==> src/rtl/arb_pkg.sv <==
// Shared constants and state encoding for the request arbiter.
package arb_pkg;

    localparam int NUM_REQ = 8;
    localparam int ID_W    = 3;

    typedef enum logic [0:0] {
        IDLE = 1'b0,
        HOLD = 1'b1
    } state_t;

endpackage

==> src/rtl/prio_enc8.sv <==
// Combinational 8-input priority encoder: returns the highest set index.
module prio_enc8
    import arb_pkg::*;
(
    input  logic [NUM_REQ-1:0] vec,
    output logic [ID_W-1:0]    idx,
    output logic               valid
);

    always_comb begin
        // NOTE: default before the loop keeps every path assigned, so no latch is inferred.
        idx = '0;
        for (int i = 0; i < NUM_REQ; i++) begin
            if (vec[i]) idx = ID_W'(i);
        end
    end

    assign valid = |vec;

endmodule

==> src/rtl/req_arbiter.sv <==
// Eight-way grant/hold arbiter with a hold-time limit.
// Define REQ_ARBITER_RR_EN for round-robin arbitration; fixed priority otherwise.
module req_arbiter
    import arb_pkg::*;
#(
    parameter int MAX_HOLD = 16
) (
    input  logic               clk,
    input  logic               rst,
    input  logic [NUM_REQ-1:0] req,
    input  logic               done,
    output logic [NUM_REQ-1:0] grant,
    output logic [ID_W-1:0]    grant_id,
    output logic               busy,
    output logic               timeout
);

    localparam int CNT_W = (MAX_HOLD > 2) ? $clog2(MAX_HOLD) : 1;
    localparam logic [CNT_W-1:0] HOLD_LAST = CNT_W'(MAX_HOLD - 1);

`ifdef REQ_ARBITER_RR_EN
    localparam bit RR_EN = 1'b1;
`else
    localparam bit RR_EN = 1'b0;
`endif

    state_t             state;
    logic [CNT_W-1:0]   hold_cnt;
    logic [ID_W-1:0]    last_id;
    logic [ID_W-1:0]    rot_amt;
    logic [ID_W-1:0]    enc_idx;
    logic [ID_W-1:0]    win_id;
    logic               enc_valid;
    logic [NUM_REQ-1:0] rot_req;
    logic               release_hold;

    // Rotating by last_id puts index last_id-1 at the top, so the encoder scans
    // downward from there and wraps; a zero rotation is plain fixed priority.
    assign rot_amt = RR_EN ? last_id : '0;

    always_comb begin
        rot_req = '0;
        for (int i = 0; i < NUM_REQ; i++) begin
            logic [ID_W-1:0] src;
            src        = ID_W'(i) + rot_amt;
            rot_req[i] = req[src];
        end
    end

    prio_enc8 u_prio_enc8 (
        .vec   (rot_req),
        .idx   (enc_idx),
        .valid (enc_valid)
    );

    assign win_id       = enc_idx + rot_amt;
    assign release_hold = done | ~|(req & grant);
    assign busy         = (state == HOLD);

    always_ff @(posedge clk) begin
        // NOTE: non-blocking assignments so every register updates from pre-edge values.
        if (rst) begin
            state    <= IDLE;
            grant    <= '0;
            grant_id <= '0;
            timeout  <= 1'b0;
            hold_cnt <= '0;
            last_id  <= '0;
        end else begin
            timeout <= 1'b0;
            case (state)
                IDLE: begin
                    if (enc_valid) begin
                        state    <= HOLD;
                        grant    <= NUM_REQ'(1) << win_id;
                        grant_id <= win_id;
                        last_id  <= win_id;
                        hold_cnt <= '0;
                    end
                end
                HOLD: begin
                    // A dropped request counts as done, and done beats the hold limit.
                    if (release_hold) begin
                        state    <= IDLE;
                        grant    <= '0;
                        grant_id <= '0;
                    end else if (hold_cnt == HOLD_LAST) begin
                        state    <= IDLE;
                        grant    <= '0;
                        grant_id <= '0;
                        timeout  <= 1'b1;
                    end else begin
                        hold_cnt <= hold_cnt + 1'b1;
                    end
                end
                default: state <= IDLE;
            endcase
        end
    end

endmodule

==> config.mk <==
export PLATFORM = sky130hd
export DESIGN_NAME = req_arbiter
export DESIGN_NICKNAME = d
export VERILOG_FILES = /design/src/rtl/arb_pkg.sv /design/src/rtl/prio_enc8.sv /design/src/rtl/req_arbiter.sv
export SDC_FILE = /design/constraint.sdc
export NUM_CORES = 1
export LEC_CHECK = 0
export ABC_AREA = 0
export BUFFER_PORTS_ARGS = -buffer_cell sky130_fd_sc_hd__buf_2
export CAP_MARGIN = 40
export CORE_MARGIN = 3
export CORE_UTILIZATION = 45
export CTS_CLUSTER_DIAMETER = 100
export CTS_CLUSTER_SIZE = 16
export DETAILED_ROUTE_END_ITERATION = 12
export GPL_TIMING_DRIVEN = 0
export PLACE_DENSITY = 0.69
export SLEW_MARGIN = 20
export SYNTH_ARGS = -nofsm -noshare
export SYNTH_HDL_FRONTEND = slang
export SYNTH_SLANG_ARGS = --single-unit
==> constraint.sdc <==
create_clock -name clk -period 3.51 [get_ports clk]
set_input_delay 0.5265 -clock clk [delete_from_list [all_inputs] [get_ports clk]]
set_output_delay 0.5265 -clock clk [all_outputs]
set_load 0.02 [all_outputs]
* Yosys cells after proc, flatten, opt, wreduce, memory -nomap -nowiden *
Index checks and enable logic that the tools add are counted.

storage, ports and cells
  input bits = 11
  logic and storage cells = 45
  flip-flop bits (word level) = 17
  output and inout port bits = 13

operators by class
  add/sub/neg operators = 1
  bitwise operators = 3
  shift-type cells = 1
  equal/unequal tests = 5
  reductions and logical operators = 6
  mux-type cells = 24

operator list
  operator                                                           count
  8-bit two-way mux                                                  3
  3-bit two-way mux                                                  7
  8-bit one-hot mux with 2 select lines                              1
  8-bit OR reduction                                                 2
  4-bit two-way mux                                                  3
  8-bit AND                                                          1
  4-bit one-hot mux with 2 select lines                              1
  1-bit by 3-bit left shift with 8-bit output, first input constant  1
  2-bit != test, second input constant                               3
  3-bit one-hot mux with 2 select lines                              1
  1-bit two-way mux                                                  5
  4-bit by 1-bit adder with 4-bit output, second input constant      1
  4-bit equality test, second input constant                         1
  2-bit two-way mux                                                  2
  3-bit by 1-bit != test with 1-bit output, second input constant    1
  3-bit AND reduction                                                1
  3-bit OR reduction                                                 1
  1-bit one-hot mux with 2 select lines                              1
  2-bit AND reduction                                                1
  1-bit zero test                                                    1
  1-bit NOT                                                          1
  1-bit bitwise OR                                                   1

* Depth between registers and ports, before layout *
Gate-level depths: netlist of the first run.

  depth in word-level cells = 10
  gate-level depth with buffers = 6
  gate-level depth less buffers = 5

* Hierarchy *
From an unflattened synthesis of the first run, not the netlist that was laid out.

unflattened totals
  cells, all modules = 97
  area total of the unflattened synthesis = 942.2 um^2

modules (own cells, without submodules)
  module       times used  area an instance (um^2)  cells an instance  seq. area each (um^2)
  req_arbiter  1           875.8                    85                 340.3
  prio_enc8    1           66.3                     12                 0.0

* Worst setup path after synthesis of the first run *
No wires, ideal clock.

  path type = input to register
  from = input port req[7]
  to = register grant[5]
  slack = 1.692 ns
  setup time = 0.079 ns
  arrival = 1.739 ns
  required time = 3.431 ns
  buffers on the path = 1
  cell stages on the path = 5
  path through = buf_6 -> or4_4 -> nor3_4 -> a21oi_1 -> a211oi_2

between the ends
  longest elaborated chain between the ends = 6
  elaborated cells on any way between the ends = 13
  those cells by class = eq/ne: 2; shift: 1; mux: 4; bitwise: 2; reduce/logical: 4

ends and longest elaborated chain
  element                                                                               line               RTL
  start, declared                                                                       req_arbiter.sv:10  input logic [NUM_REQ-1:0] req,
  8-bit AND                                                                             req_arbiter.sv:57  assign release_hold = done | ~|(req & grant);
  8-bit OR reduction                                                                    req_arbiter.sv:57
  1-bit zero test                                                                       req_arbiter.sv:57
  1-bit bitwise OR                                                                      req_arbiter.sv:57
  8-bit two-way mux / 3-bit by 1-bit != test with 1-bit output (equally long branches)  --
  8-bit one-hot mux with 2 select lines / 2-bit AND reduction (equally long branches)   --
  end signal, assigned                                                                  req_arbiter.sv:75  grant <= NUM_REQ'(1) << win_id;
  end, declared                                                                         req_arbiter.sv:12  output logic [NUM_REQ-1:0] grant,

Several ways; a longest one is shown, not always the timed one. The select of a mux whose other input is x is not followed.
A chain may end at the register's enable or synchronous reset.

* Worst setup path in the final report of the first run *
  from = register state (netlist: busy)
  to = register hold_cnt[1]

between the ends
  longest elaborated chain between the ends = 3
  elaborated cells on any way between the ends = 6
  those cells by class = eq/ne: 3; mux: 1; bitwise: 1; reduce/logical: 1

ends and longest elaborated chain
  element                        line               RTL
  start, declared                req_arbiter.sv:27  state_t state;
  start signal, assigned         req_arbiter.sv:63  state <= IDLE;
  start signal, assigned         req_arbiter.sv:74  state <= HOLD;
  start signal, assigned         req_arbiter.sv:84  state <= IDLE;
  1-bit NOT                      --
  2-bit != test (no line)        --
  3-bit AND reduction (no line)  --
  end signal, assigned           req_arbiter.sv:93  hold_cnt <= hold_cnt + 1'b1;
  end, declared                  req_arbiter.sv:28  logic [CNT_W-1:0] hold_cnt;

Several ways; a longest one is shown, not always the timed one.

==> run_results.csv, run 1 <==
group,metric,value,unit
critical_path,critical_path.max_stage_delay,350,ps
cts,cts_made_buffers,3,
floorplan,core,2000,um2
synth,synthMuxAreaShare,0,%
sta,maxSlewViolCount,0,
cts,cts_tree,"built",
synth,synth_ff_type,"dfxtp_1",
cts,cts_resized,0,
critical_path,endpoint,"hold_cnt[1]",
place,dp_slack,1510,ps
sta,whs,494,ps
finish,syn2layout_area_growth,16.1,%
synth,syn_inst,115,
finish,fin_nets,151,
synth,synth_most_common_cell,"dfxtp_1",
global_route,grt_use_total,19.4,%
synth,synth_common_cells,"dfxtp_1, a21oi_1, nor2_1",
job,max_cap_viol_count,0,
critical_path,r2r_setup_slack,1640,ps
synth,yosysTopAreaCell,"dfxtp_1",
cts,cts_hold_buf,0,
global_route,grt_first_pass_wirelength,4.08,mm
detailed_routing,wirelength,2.36,mm
synth,synth_cell_types,40,
critical_path,worst_r2r_endpoint,"hold_cnt[1]",
critical_path,critPathMaxFanout,10,
critical_path,cp_slowest_cell,"dfxtp_1",
critical_path,start_kind,"flip-flop",
cts,clock_path_buffers,2,
cts,htree_levels,1,
synth,seq_area_frac_synth,35.2,%
synth,yosys.area_share.adder,1.30,%
detailed_routing,drt-initial-drc-count,18,
critical_path,path_cells,"buf_2, nor2b_1, and2_1, nand2_1, a41o_1",
sta,slew_headroom,70.1,%
sta,final.period_utilization,53.2,%
floorplan,dieArea,2740,um2
synth,ys.warnings.count,0,
critical_path,worstSetupPathType,"reg2reg",
finish,fin_util,56.0,%
critical_path,endpoint_kind,"flip-flop",
cts,root_buffer,"clkbuf_4",
critical_path,required,3690,ps
detailed_routing,drtAntennaViolNets,0,
detailed_routing,drt_first_pass_iters,4,
place,place_congestion,0.826,
detailed_routing,drc,0,
hold_path,min_path_type,"reg2reg",
sta,fmax,535,MHz
synth,synth_top_family_by_area,"compound AO/OA/AOI/OAI gates",
cts,post-cts-setup-buffer-count,0,
sta,max_slew.worst_pin.slew,448,ps
synth,synth_async_sr_flop_share,0,%
floorplan,die_h,52.3,um
cts,worst_skew_pair.late_latency,280,ps
synth,synth_edf_count,0,
sta,finalHoldViolations,0,
synth,syn_area_per_cell,8.40,um2
critical_path,ff2ff_path_depth,5,
critical_path,arrival,2050,ps
sta,setup_tns,0,ps
finish,fin_cells,165,
floorplan,row_count,16,
finish,layout-drive-gt1-share,25.4,%
synth,synth_compound_area_share,31.2,%
synth,synth_seq_cells,17,
sta,setup_viol,0,
synth,synth.top_cell.area_share,35.2,%
floorplan,die_w,52.3,um
critical_path,crit_start,"busy",
power,cellPowerDensity,326,nW/um2
sta,setup_ws,1640,ps
power,vdd_ir_drop_max,0.216,mV
cts,clock_sinks,17,
detailed_routing,vias_per_cell,5.82,
finish,antenna_cells,0,
synth,synthesis.nets,127,
detailed_routing,routedWlPerCell,14.3,um
sta,finalCriticalPeriod,1870,ps
status,outcome,"finished clean",
global_route,grt_antenna_before_repair,0,
cts,path_clk_slew,100,ps
global_route,first_global_vias,930,
critical_path,r2r_start,"busy",
finish,fill_cells,190,
floorplan,num_io_pins,24,
place,dp_hpwl,1.76,mm
power,p_leak,0.450,nW
synth,syn-cell-area,966,um2
sta,rsz0062_at_grt,"false",
place,port_buffers,19,
synth,synthSimpleGateAreaFrac,26.8,%
detailed_routing,vias,961,
sta,skew,1.59,ps
global_route,grt_overflow,0,
global_route,grt_max_degree,11,
place,dp_cells,161,
synth,synthTopCellsByArea,"dfxtp_1, a21oi_1, nor2_1",
floorplan,start_util,48.2,%
synth,synth_xor_area_share,0,%
==> cell usage in the layout (no fill, tap or decap), types with 2 or more instances in the layout <==
cell      instances
nand4_1           2
o31ai_1           2
nor2b_1           3
nand2_1           4
or3_1             3
buf_2            22
a211oi_1          2
nor2_1           12
clkbuf_1          4
inv_1             4
a22oi_1           4
clkbuf_4          3
dfxtp_1          17
nand3_1           3
a211oi_2          2
o21ai_0           7
a21oi_1          14
and4_1            3
nor3_1            4
o21bai_1          2
==> routing by layer <==
metal  up-vias  routed length, um  track usage, %
li1        485                  -               -
met1       445               1150            27.2
met2        29               1060            30.8
met3         2                134            2.56
met4         0                 12            5.11
met5         -                  0               0
==> sequential cells by signal, summed over array words and instances, names as in the netlist <==
| name | cells |
|---|---|
| grant | 8 |
| hold_cnt | 4 |
| grant_id | 3 |
| busy | 1 |
| timeout | 1 |
==> how the worst min path moves through the flow <==
stage | start | end | slack (ps) | cells past startpoint
global placement | hold_cnt[3] | hold_cnt[3] | 470 | 2
CTS | hold_cnt[3] | hold_cnt[3] | 490 | 2
finish | hold_cnt[3] | hold_cnt[3] | 490 | 2
global route | grant_id[2] | grant_id[2] | 550 | 2
detailed placement | hold_cnt[3] | hold_cnt[3] | 480 | 2
floorplan | hold_cnt[3] | hold_cnt[3] | 460 | 2
==> metrics by stage <==
step	total power, mW	cell area, um2
CTS	0.372	1120
finish	0.366	1120
floorplan	0.248	966
global placement	0.266	1090
detailed placement	0.267	1090
global route	0.384	1120
==> final cells by class <==
cell class                 instances  area (um2)  area share [%]
multi-input combinational         87         573            51.1
sequential                        17         340            30.4
timing repair buffer              19        95.1            8.48
buffer                             7        37.5            3.35
tap                               27        33.8            3.01
clock buffer                       4        26.3            2.34
inverter                           4        15.0            1.34
==> power breakdown <==
part | switching [mW] | internal (mW) | total [mW]
registers | 0.00248 | 0.197 | 0.200
clock network | 0.0580 | 0.0440 | 0.102
logic | 0.0416 | 0.0223 | 0.0639
==> critical path: cells and delay by family, from the launching register on <==
kind,cells,cell delay [ps]
and+or+nand+nor,3,880
DFF,1,350
buffers and inverters,1,220
AOI/OAI and AO/OA,1,330
==> kinds of logic (layout without fill, tap and decap cells) <==
| family | count (synthesis) | count (layout) |
|---|---|---|
| simple gates | 44 | 44 |
| flops | 17 | 17 |
| compound gates | 42 | 42 |
| buf+inv | 11 | 34 |
| fa+ha+maj | 1 | 1 |
Note: power is estimated with default switching activity, not from simulation.
==> inputs of run 2 (changes only) <==
--- a/config.mk
+++ b/config.mk
@@ -14,7 +14,7 @@
 export CTS_CLUSTER_SIZE = 16
 export DETAILED_ROUTE_END_ITERATION = 12
 export GPL_TIMING_DRIVEN = 0
-export PLACE_DENSITY = 0.69
+export PLACE_DENSITY = 0.72
 export SLEW_MARGIN = 20
 export SYNTH_ARGS = -nofsm -noshare
 export SYNTH_HDL_FRONTEND = slang
==> constraint.sdc (replaced) <==
create_clock -name clk -period 1.5 [get_ports clk]
set_input_delay 0.225 -clock clk [delete_from_list [all_inputs] [get_ports clk]]
set_output_delay 0.225 -clock clk [all_outputs]
set_load 0.02 [all_outputs]
==> run_results.csv, run 2 (synthesis results as in run 1) <==
group,metric,value,unit
floorplan,row_count,16,
power,p_leak,0.501,nW
floorplan,die_w,52.3,um
place,dp_hpwl,1.69,mm
hold_path,min_path_type,"in2reg",
global_route,grt_use_met3,4.27,%
floorplan,dieArea,2740,um2
power,power.total,890,uW
cts,root_buffer,"clkbuf_4",
critical_path,endpoint_kind,"flip-flop",
cts,clock_path_buffers,2,
finish,fin_cells,168,
sta,finalHoldViolations,0,
finish,final_cell_mix,"buf_2, a21oi_1, dfxtp_1",
critical_path,required,1750,ps
global_route,grt_overflow,0,
floorplan,num_io_pins,24,
floorplan,start_util,48.2,%
critical_path,critPathMaxFanout,10,
cts,clock_sinks,17,
cts,worst_skew_pair.late_latency,300,ps
place,place_congestion,0.831,
global_route,gr-max-usage-layer,"met2",
sta,fmax,669,MHz
critical_path,start_kind,"flip-flop",
global_route,use_met1,25.7,%
sta,maxSlewViolCount,0,
finish,fill_cells,190,
cts,htree_levels,1,
sta,finalCriticalPeriod,1490,ps
cts,cts_made_buffers,3,
detailed_routing,wirelength,2.45,mm
power,vdd_ir_drop_max,0.489,mV
detailed_routing,routedWlPerCell,14.6,um
finish,final-seq-area,344,um2
place,dp_cells,161,
critical_path,arrival,1750,ps
cts,cts_tree,"built",
sta,skew,7.39,ps
finish,layout-drive-gt1-share,36.2,%
cts,path_clk_slew,110,ps
detailed_routing,vias,970,
finish,top_register,"grant",
sta,slew_headroom,70.1,%
detailed_routing,drt-initial-drc-count,14,
sta,max_slew.worst_pin.slew,448,ps
global_route,first_global_vias,915,
finish,largest_register_ffs,8,
global_route,grt_use_total,19.3,%
global_route,grt_first_pass_wirelength,3.95,mm
detailed_routing,drc,0,
finish,largestRegisters,"grant x8, hold_cnt x4, grant_id x3",
global_route,met2_usage,28.7,%
finish,fin_util,60.4,%
cts,cts_hold_buf,0,
sta,rsz0062_at_grt,"true",
sta,setup_viol,0,
sta,setup_tns,0,ps
power,cellPowerDensity,736,nW/um2
finish,syn2layout_area_growth,25.1,%
sta,final.period_utilization,99.6,%
detailed_routing,drtAntennaViolNets,0,
finish,multi_input_area,622,um2
finish,fin_nets,154,
global_route,grt_antenna_before_repair,0,
floorplan,core,2000,um2
floorplan,die_h,52.3,um
finish,antenna_cells,0,
critical_path,worstSetupPathType,"reg2reg",
global_route,grt_max_degree,11,
critical_path,r2r_setup_slack,5,ps
detailed_routing,vias_per_cell,5.77,
place,port_buffers,19,
finish,layout_commonest_cell,"buf_2",
status,outcome,"finished clean",
job,max_cap_viol_count,0,
detailed_routing,drt_first_pass_iters,4,
## run 2: final timing paths
kind | start | endpoint | depth (start not counted)
setup reg to reg | busy | grant[1] | 5
hold reg to reg | hold_cnt[0] | hold_cnt[0] | 1
setup / recovery | busy | grant[1] | 5
hold / removal | done | timeout | 3
## run 2: final cells by class
type / count / share of cell area (%)
well taps: 27 / 2.80
repair buffers: 22 / 10.0
clock buffers: 3 / 1.86
plain buffers: 7 / 3.73
inverters: 4 / 1.24
multi-input cells: 87 / 51.4
clock inverters: 1 / 0.414
flip-flops and latches: 17 / 28.5
## run 2: repair_timing
action	CTS	global route
gates resized for setup	11	6
pin swaps	4	0
endpoints found under the setup margin	10	6
buffers inserted	3	0
## run 2: power breakdown
part	switching [mW]	total, mW	internal (mW)
clock network	0.156	0.255	0.0995
registers	0.00748	0.470	0.462
logic	0.103	0.165	0.0623
total	0.266	0.890	0.624
## run 2: metrics by stage
stage	hold WS [ps]	area, um2	setup slack, ps
2_1_floorplan	443	972	-14.0
3_3_place_gp	471	1100	-222
3_5_place_dp	486	1100	-244
4_1_cts	239	1190	15.1
5_1_grt	258	1210	-20.4
6_report	245	1210	5.46
## run 2: per-layer routing
layer	part of all wire [%]	wire, um
met5	0	0
met4	1.8	44
met3	5.3	130
met2	44	1090
met1	48	1190
## run 2: worst max-delay path, cell delays in order (launching register included)
cell,delay [ps]
dfxtp_2,350
buf_6,140
or3_4,400
nor4_4,300
o21a_1,170
a31o_1,90
